## src/rtl/line_tracker_pkg.sv

```systemverilog
// line_tracker_pkg
// Shared types for the line tracker: steering mode encoding, side memory
// and the width helper for the signed line-position error.
// No ports (package).
package line_tracker_pkg;

  typedef enum logic [2:0] {
    STRAIGHT = 3'd0,
    TURN_L   = 3'd1,
    TURN_R   = 3'd2,
    SHARP_L  = 3'd3,
    SHARP_R  = 3'd4,
    SEARCH_L = 3'd5,
    SEARCH_R = 3'd6,
    STOP     = 3'd7
  } mode_t;

  typedef enum logic {
    LEFT  = 1'b0,
    RIGHT = 1'b1
  } side_t;

  // Signed width able to hold +/-(n-1).
  function automatic int err_w(input int n);
    return $clog2(n) + 1;
  endfunction

endpackage

```

## src/rtl/line_tracker_fsm_if.sv

```systemverilog
// line_tracker_fsm_if
// Bundles the raw sensor pins and the steering outputs of the tracker.
//   sensor_n  : raw active-low sensors (0 = line), index N-1 leftmost
//   mode      : steering mode (mode_t)
//   err       : signed line-position error, positive = line to the left
//   line_lost : high in SEARCH_L / SEARCH_R / STOP
//   mode_chg  : one-cycle pulse when mode takes a new value
// Modports: master drives the sensors and observes the outputs,
//           slave is the tracker itself.
interface line_tracker_fsm_if #(
  parameter int N_SENSORS = 5
);
  import line_tracker_pkg::*;

  logic [N_SENSORS-1:0]              sensor_n;
  mode_t                             mode;
  logic signed [err_w(N_SENSORS)-1:0] err;
  logic                              line_lost;
  logic                              mode_chg;

  modport master (
    output sensor_n,
    input  mode, err, line_lost, mode_chg
  );

  modport slave (
    input  sensor_n,
    output mode, err, line_lost, mode_chg
  );

endinterface

```

## src/rtl/sensor_debounce.sv

```systemverilog
// sensor_debounce
// One sensor channel: 2-FF synchroniser followed by a debounce counter.
// The filtered bit only follows the synchronised value after it has
// disagreed with the filtered bit for DEBOUNCE+1 consecutive samples;
// any agreeing sample restarts the count, so short excursions vanish.
// Ports:
//   clk, reset : clock, synchronous active-high reset
//   raw_n      : asynchronous raw sensor bit
//   filt       : filtered sensor bit (resets to 1 = white)
module sensor_debounce #(
  parameter int DEBOUNCE = 4
) (
  input  logic clk,
  input  logic reset,
  input  logic raw_n,
  output logic filt
);

  localparam int CW = $clog2(DEBOUNCE + 1);

  logic          sync1_reg;
  logic          sync2_reg;
  logic          filt_reg;
  logic [CW-1:0] cnt_reg;

  always_ff @(posedge clk) begin
    if (reset) begin
      sync1_reg <= 1'b1;
      sync2_reg <= 1'b1;
      filt_reg  <= 1'b1;
      cnt_reg   <= '0;
    end else begin
      sync1_reg <= raw_n;
      sync2_reg <= sync1_reg;
      if (sync2_reg == filt_reg) begin
        cnt_reg <= '0;
      end else if (cnt_reg == CW'(DEBOUNCE)) begin
        // Counter already saw DEBOUNCE disagreeing samples; this is one more.
        filt_reg <= sync2_reg;
        cnt_reg  <= '0;
      end else begin
        cnt_reg <= cnt_reg + CW'(1);
      end
    end
  end

  assign filt = filt_reg;

endmodule

```

## src/rtl/line_tracker_fsm.sv

```systemverilog
// line_tracker_fsm
// N-channel line tracking controller. Debounces the sensors, derives the
// signed line-position error from the outermost detecting sensors,
// classifies it into a steering mode and runs the lost-line recovery.
// Ports:
//   clk   : clock
//   reset : synchronous, active-high reset
//   bus   : line_tracker_fsm_if.slave (sensor_n in; mode, err,
//           line_lost, mode_chg out, all registered)
// Build option: define LINE_SEARCH_EN to search toward the last seen side
// for SEARCH_TIMEOUT cycles before stopping; otherwise a lost line goes
// straight to STOP after LOST_TIMEOUT cycles.
module line_tracker_fsm #(
  parameter int N_SENSORS      = 5,
  parameter int DEBOUNCE       = 4,
  parameter int STRAIGHT_BAND  = 0,
  parameter int SHARP_TH       = 3,
  parameter int LOST_TIMEOUT   = 100,
  parameter int SEARCH_TIMEOUT = 200
) (
  input logic               clk,
  input logic               reset,
  line_tracker_fsm_if.slave bus
);
  import line_tracker_pkg::*;

  localparam int ERR_W = err_w(N_SENSORS);
  localparam int CNT_W = $clog2(LOST_TIMEOUT + SEARCH_TIMEOUT + 1);
`ifdef LINE_SEARCH_EN
  localparam int CNT_SAT = LOST_TIMEOUT + SEARCH_TIMEOUT;
`else
  localparam int CNT_SAT = LOST_TIMEOUT;
`endif

  logic [N_SENSORS-1:0] filt;
  logic [N_SENSORS-1:0] det;

  generate
    for (genvar gi = 0; gi < N_SENSORS; gi++) begin : g_chan
      sensor_debounce #(
        .DEBOUNCE (DEBOUNCE)
      ) u_deb (
        .clk   (clk),
        .reset (reset),
        .raw_n (bus.sensor_n[gi]),
        .filt  (filt[gi])
      );
    end
  endgenerate

  assign det = ~filt;

  // Leftmost (highest) and rightmost (lowest) detecting sensor.
  int l_idx;
  int r_idx;
  always_comb begin
    l_idx = 0;
    r_idx = 0;
    for (int i = 0; i < N_SENSORS; i++) begin
      if (det[i]) l_idx = i;
    end
    for (int i = N_SENSORS - 1; i >= 0; i--) begin
      if (det[i]) r_idx = i;
    end
  end

  mode_t                   mode_reg, mode_next;
  logic signed [ERR_W-1:0] err_reg, err_next;
  logic                    line_lost_reg, line_lost_next;
  logic                    mode_chg_reg, mode_chg_next;
  logic [CNT_W-1:0]        lost_cnt_reg, lost_cnt_next;
  side_t                   last_side_reg, last_side_next;
  int                      err_i;
  int                      abs_i;

  always_ff @(posedge clk) begin
    if (reset) begin
      mode_reg      <= STRAIGHT;
      err_reg       <= '0;
      line_lost_reg <= 1'b0;
      mode_chg_reg  <= 1'b0;
      lost_cnt_reg  <= '0;
      last_side_reg <= LEFT;
    end else begin
      mode_reg      <= mode_next;
      err_reg       <= err_next;
      line_lost_reg <= line_lost_next;
      mode_chg_reg  <= mode_chg_next;
      lost_cnt_reg  <= lost_cnt_next;
      last_side_reg <= last_side_next;
    end
  end

  always_comb begin
    mode_next      = mode_reg;
    err_next       = err_reg;
    lost_cnt_next  = lost_cnt_reg;
    last_side_next = last_side_reg;
    err_i          = l_idx + r_idx - (N_SENSORS - 1);
    abs_i          = (err_i < 0) ? -err_i : err_i;

    if (det != '0) begin
      // Line visible: classify; this also wins over any timeout this cycle.
      lost_cnt_next = '0;
      err_next      = ERR_W'(err_i);
      if (err_i > 0)      last_side_next = LEFT;
      else if (err_i < 0) last_side_next = RIGHT;

      if ((&det) || (abs_i <= STRAIGHT_BAND)) mode_next = STRAIGHT;
      else if (abs_i >= SHARP_TH)             mode_next = (err_i > 0) ? SHARP_L : SHARP_R;
      else                                    mode_next = (err_i > 0) ? TURN_L : TURN_R;
    end else begin
      // No line: count this cycle; mode reacts once the count reaches a
      // threshold, so recovery lands on the edge ending the threshold cycle.
      if (lost_cnt_reg != CNT_W'(CNT_SAT)) lost_cnt_next = lost_cnt_reg + CNT_W'(1);
`ifdef LINE_SEARCH_EN
      if (lost_cnt_next == CNT_W'(CNT_SAT))
        mode_next = STOP;
      else if (lost_cnt_next >= CNT_W'(LOST_TIMEOUT))
        mode_next = (last_side_reg == LEFT) ? SEARCH_L : SEARCH_R;
`else
      if (lost_cnt_next == CNT_W'(CNT_SAT))
        mode_next = STOP;
`endif
    end

    line_lost_next = (mode_next == SEARCH_L) || (mode_next == SEARCH_R) || (mode_next == STOP);
    mode_chg_next  = (mode_next != mode_reg);
  end

  assign bus.mode      = mode_reg;
  assign bus.err       = err_reg;
  assign bus.line_lost = line_lost_reg;
  assign bus.mode_chg  = mode_chg_reg;

endmodule

```

## src/flat_wrapper.sv

```systemverilog
// flat-port wrapper written by rule: the top's interface ports become plain ports
module line_tracker_fsm_flat import line_tracker_pkg::*;
#(
  parameter int N_SENSORS      = 5,
  parameter int DEBOUNCE       = 4,
  parameter int STRAIGHT_BAND  = 0,
  parameter int SHARP_TH       = 3,
  parameter int LOST_TIMEOUT   = 100,
  parameter int SEARCH_TIMEOUT = 200
)
  (clk, reset, bus_sensor_n, bus_mode, bus_err, bus_line_lost, bus_mode_chg);
  line_tracker_fsm_if #(.N_SENSORS(N_SENSORS)) bus_i ();
  input logic clk;
  input logic reset;
  input wire logic [$bits(bus_i.sensor_n)-1:0] bus_sensor_n;
  output wire logic [$bits(bus_i.mode)-1:0] bus_mode;
  output wire logic [$bits(bus_i.err)-1:0] bus_err;
  output wire logic [$bits(bus_i.line_lost)-1:0] bus_line_lost;
  output wire logic [$bits(bus_i.mode_chg)-1:0] bus_mode_chg;
  assign bus_i.sensor_n = bus_sensor_n;
  assign bus_mode = bus_i.mode;
  assign bus_err = bus_i.err;
  assign bus_line_lost = bus_i.line_lost;
  assign bus_mode_chg = bus_i.mode_chg;
  line_tracker_fsm #(.N_SENSORS(N_SENSORS), .DEBOUNCE(DEBOUNCE), .STRAIGHT_BAND(STRAIGHT_BAND), .SHARP_TH(SHARP_TH), .LOST_TIMEOUT(LOST_TIMEOUT), .SEARCH_TIMEOUT(SEARCH_TIMEOUT)) u_core (.clk(clk), .reset(reset), .bus(bus_i));
endmodule
```

## config.mk

```make
export PLATFORM = sky130hd
export DESIGN_NAME = line_tracker_fsm_flat
export DESIGN_NICKNAME = d
export VERILOG_FILES = /design/src/rtl/line_tracker_pkg.sv /design/src/rtl/line_tracker_fsm_if.sv /design/src/rtl/sensor_debounce.sv /design/src/rtl/line_tracker_fsm.sv /design/src/flat_wrapper.sv
export SDC_FILE = /design/constraint.sdc
export NUM_CORES = 1
export LEC_CHECK = 0
export BUFFER_PORTS_ARGS = -buffer_cell sky130_fd_sc_hd__buf_2
export CAP_MARGIN = 20
export CORE_AREA = 2 2 78 80
export CTS_CLUSTER_SIZE = 12
export DETAILED_ROUTE_END_ITERATION = 10
export DIE_AREA = 0 0 80 82
export GPL_ROUTABILITY_DRIVEN = 0
export HOLD_SLACK_MARGIN = 0.05
export SYNTH_ARGS = -nofsm -noshare
export SYNTH_HDL_FRONTEND = slang
export SYNTH_SLANG_ARGS = --single-unit
export TNS_END_PERCENT = 20
```

## constraint.sdc

```tcl
create_clock -name clk -period 4.5 [get_ports clk]
set_input_delay 0.45 -clock clk [delete_from_list [all_inputs] [get_ports clk]]
set_output_delay 0.45 -clock clk [all_outputs]
set_load 0.005 [all_outputs]
```

==> results_dict.tcl <==
set metrics [dict create \
    report.final.hold_viol_count 0 \
    antennaDiodeCount 0 \
    finalMaxSlewViolations 0 \
    async_reset_ff_frac 0 \
    status "finished clean" \
    critical-path-top-delay-family "adder cells" \
    nFillCells 575 \
    power_frac_clock 0.359 \
    synth-edff-count 0 \
    min_path_type "in2reg" \
    rsz0062_at_grt "false" \
    post-route-util 0.4767 \
    timing.critical_path.buf_inv 3 \
    internal-power_uw 573.3 \
    worstSetupEndpointType "register" \
    cts_max_level 2 \
    timing.final.ws_setup_ns 0.6976 \
    ios 16 \
    io_buffers 15 \
    fin_nets 329 \
    coreArea_um2 5746 \
    power.leakage_uw 0.001181 \
    synth_warnings 0 \
    clkSlewWorstSetupHoldPaths_ns 0.09 \
    clockBufferDepth 2 \
    finClkSkew_ns 0.01300 \
    crit_arrival_ns 3.97 \
    finalSetupTns_ns 0 \
    clock_latency_ns 0.30 \
    startpoint_type "register" \
    grt_pass1_vias 1792 \
    grt.overflow.total 0 \
    avgSynthCellArea_um2 8.789 \
    routedWlPerCell_um 11.64 \
    drt.antenna.violating_nets 0 \
    syn2layout_area_growth_pct 9.341 \
    cts_root_buffer "clkbuf_8" \
    drt-initial-drc-count 65 \
    cts_hold_buffers 0 \
    ys_seq_area_frac 0.3836 \
    largest_register_ffs 15 \
    synth_ff_type "dfxtp_1" \
    crit_fanout 8 \
    place_inst 368 \
    die_y_um 82 \
    numCtsBuffers 5 \
    route.detailed.drc 0 \
    via_per_inst 5.234 \
    cpMostUsedCell "ha_1" \
    dr_total_vias 1968 \
    p_per_area_nw_per_um2 268.7 \
    max_freq_ghz 0.2630 \
    drv_cap 0 \
    start_util 0.4360 \
    ir_drop_v 0.0001439 \
    grt_usage 0.1477 \
    grt_pass1_wl_um 7734 \
    instances_no_fill 376 \
    cts_sinks 48 \
    syn_area_um2 2505 \
    drt-total-wl_um 4377 \
    cts_tree "done" \
    grt_max_degree 35 \
    p_sw_frac 0.2209 \
    drtPass1Iterations 4 \
    antenna_found_initial 0 \
    pwr-share-comb 0.045 \
    netlist_instances 285 \
    row_count 28 \
    cts_setup_buffers 0 \
    finalSetupViolCount 0 \
    dp_hpwl_um 3171 \
    switchingPower_uw 162.5 \
    min_period_ns 3.802 \
    min_period_over_period 0.8450 \
    synth-seq-cells 48 \
    crit_type "reg2reg" \
    pre_cts_slack_ns 0.6648 \
    relSlewSlack 0.6072 \
    worstPathCellList "nand2_1 -> nor2_1 -> nand2_1 -> ha_1 -> inv_1 -> fa_1 -> inv_1 -> ha_1 -> inv_1 -> ha_1 -> nor3_1 -> nand3_1 -> nor2_1 -> nor2_1 -> ha_1 -> a21boi_0 -> a31oi_1 -> o31ai_1 -> a31oi_1" \
    yosysUniqueCellTypes 48 \
    required_ns 4.67 \
    slowest_delay_ns 0.47 \
    crit_path_top_delay_cell "dfxtp_1" \
    die_width_um 80 \
    ctsResizeCount 0 \
    synth_nets 314 \
    drive_gt1_frac 0.1296 \
    p_seq_frac 0.596 \
    dieArea_um2 6560 \
    worst_pin_slew_ns 0.5892 \
]
-- worst paths after layout --
check,startpoint,to,slack (ns),cells after the start
max,u_core.g_chan[2].u_deb.filt$_SDFFE_PP1P_,u_core.bus.mode_chg$_SDFF_PP0_,0.70,19
min,bus_sensor_n[3],u_core.g_chan[3].u_deb.sync1_reg$_SDFF_PP1_,0.33,2
max reg2reg,u_core.g_chan[2].u_deb.filt$_SDFFE_PP1P_,u_core.bus.mode_chg$_SDFF_PP0_,0.70,19
min reg2reg,u_core.g_chan[3].u_deb.sync1_reg$_SDFF_PP1_,u_core.g_chan[3].u_deb.sync2_reg$_SDFF_PP1_,0.41,1
-- cell usage in the layout, fill, tap and decap left out, types with 4 or more instances in the layout --
cell       n
or2_2     10
dfxtp_1   48
nor2_1    34
a211o_1    6
nand3_1    5
mux2i_1    7
a21oi_1   12
and3_1    17
inv_1     22
clkbuf_8   6
nor3_1     8
buf_2     15
nor2b_1    4
nand2_1   25
xnor2_1    8
ha_1      21
a31oi_1    4
-- power by group through the flow --
stage / Sequential [µW] / Combinational [µW] / Clock (µW)
global placement: 448 / 33.1 / 0
global route: 440 / 39.1 / 291
finish: 438 / 33.3 / 264
floorplan: 447 / 26.9 / 0
detailed placement: 448 / 33.9 / 0
CTS: 438 / 34.0 / 276
-- routing by layer --
layer / part of all wire / up-vias / GRT usage
li1: - / 1012 / -
met5: 0 / - / 0
met1: 0.49 / 923 / 0.1778
met4: 0.0043 / 0 / 0.04746
met3: 0.037 / 2 / 0.04066
met2: 0.47 / 31 / 0.2558
-- cell type report --
class	count	area (µm²)	share of cell area
sequential	48	960.9	0.3508
multi-input combinational	207	1429	0.5217
tap	75	93.84	0.03426
clock buffer	8	90.09	0.03289
timing repair buffer	16	82.58	0.03015
inverter	22	82.58	0.03015
-- logic make-up after synthesis --
group	share of synthesized area
simple gates	0.2527
flops	0.3836
compound gates	0.1294
buf+inv	0.04595
fa+ha+maj	0.1129
xor+xnor	0.03846
mux	0.03696
-- worst reg2reg max path, stage by stage, from the launching register on --
cell and delay, ns:
dfxtp_1 0.47, nand2_1 0.11, nor2_1 0.15, nand2_1 0.07, ha_1 0.27, inv_1 0.06
fa_1 0.41, inv_1 0.06, ha_1 0.26, inv_1 0.11, ha_1 0.30, nor3_1 0.23
nand3_1 0.10, nor2_1 0.11, nor2_1 0.05, ha_1 0.30, a21boi_0 0.17, a31oi_1 0.10
o31ai_1 0.25, a31oi_1 0.11
-- synthesized netlist by cell type, types with 5 or more instances --
master / n / share of area
a211o_1: 6 / 0.021
a21oi_1: 12 / 0.024
and3_1: 17 / 0.042
clkbuf_1: 6 / 0.0090
dfxtp_1: 48 / 0.38
ha_1: 21 / 0.10
inv_1: 22 / 0.033
mux2i_1: 7 / 0.028
nand2_1: 25 / 0.037
nand3_1: 5 / 0.010
nor2_1: 34 / 0.051
nor3_1: 8 / 0.016
or2_2: 10 / 0.025
xnor2_1: 8 / 0.028
-- metrics by stage --
step / hold WS (ns) / total power, µW / instance area, µm²
2_1_floorplan: 0.3895 / 474.0 / 2505
3_3_place_gp: 0.3908 / 481.4 / 2649
3_5_place_dp: 0.3923 / 482.2 / 2649
4_1_cts: 0.3195 / 748.6 / 2739
5_1_grt: 0.3223 / 770.3 / 2739
6_report: 0.3328 / 735.8 / 2739
(Power assumes the default switching activity.)
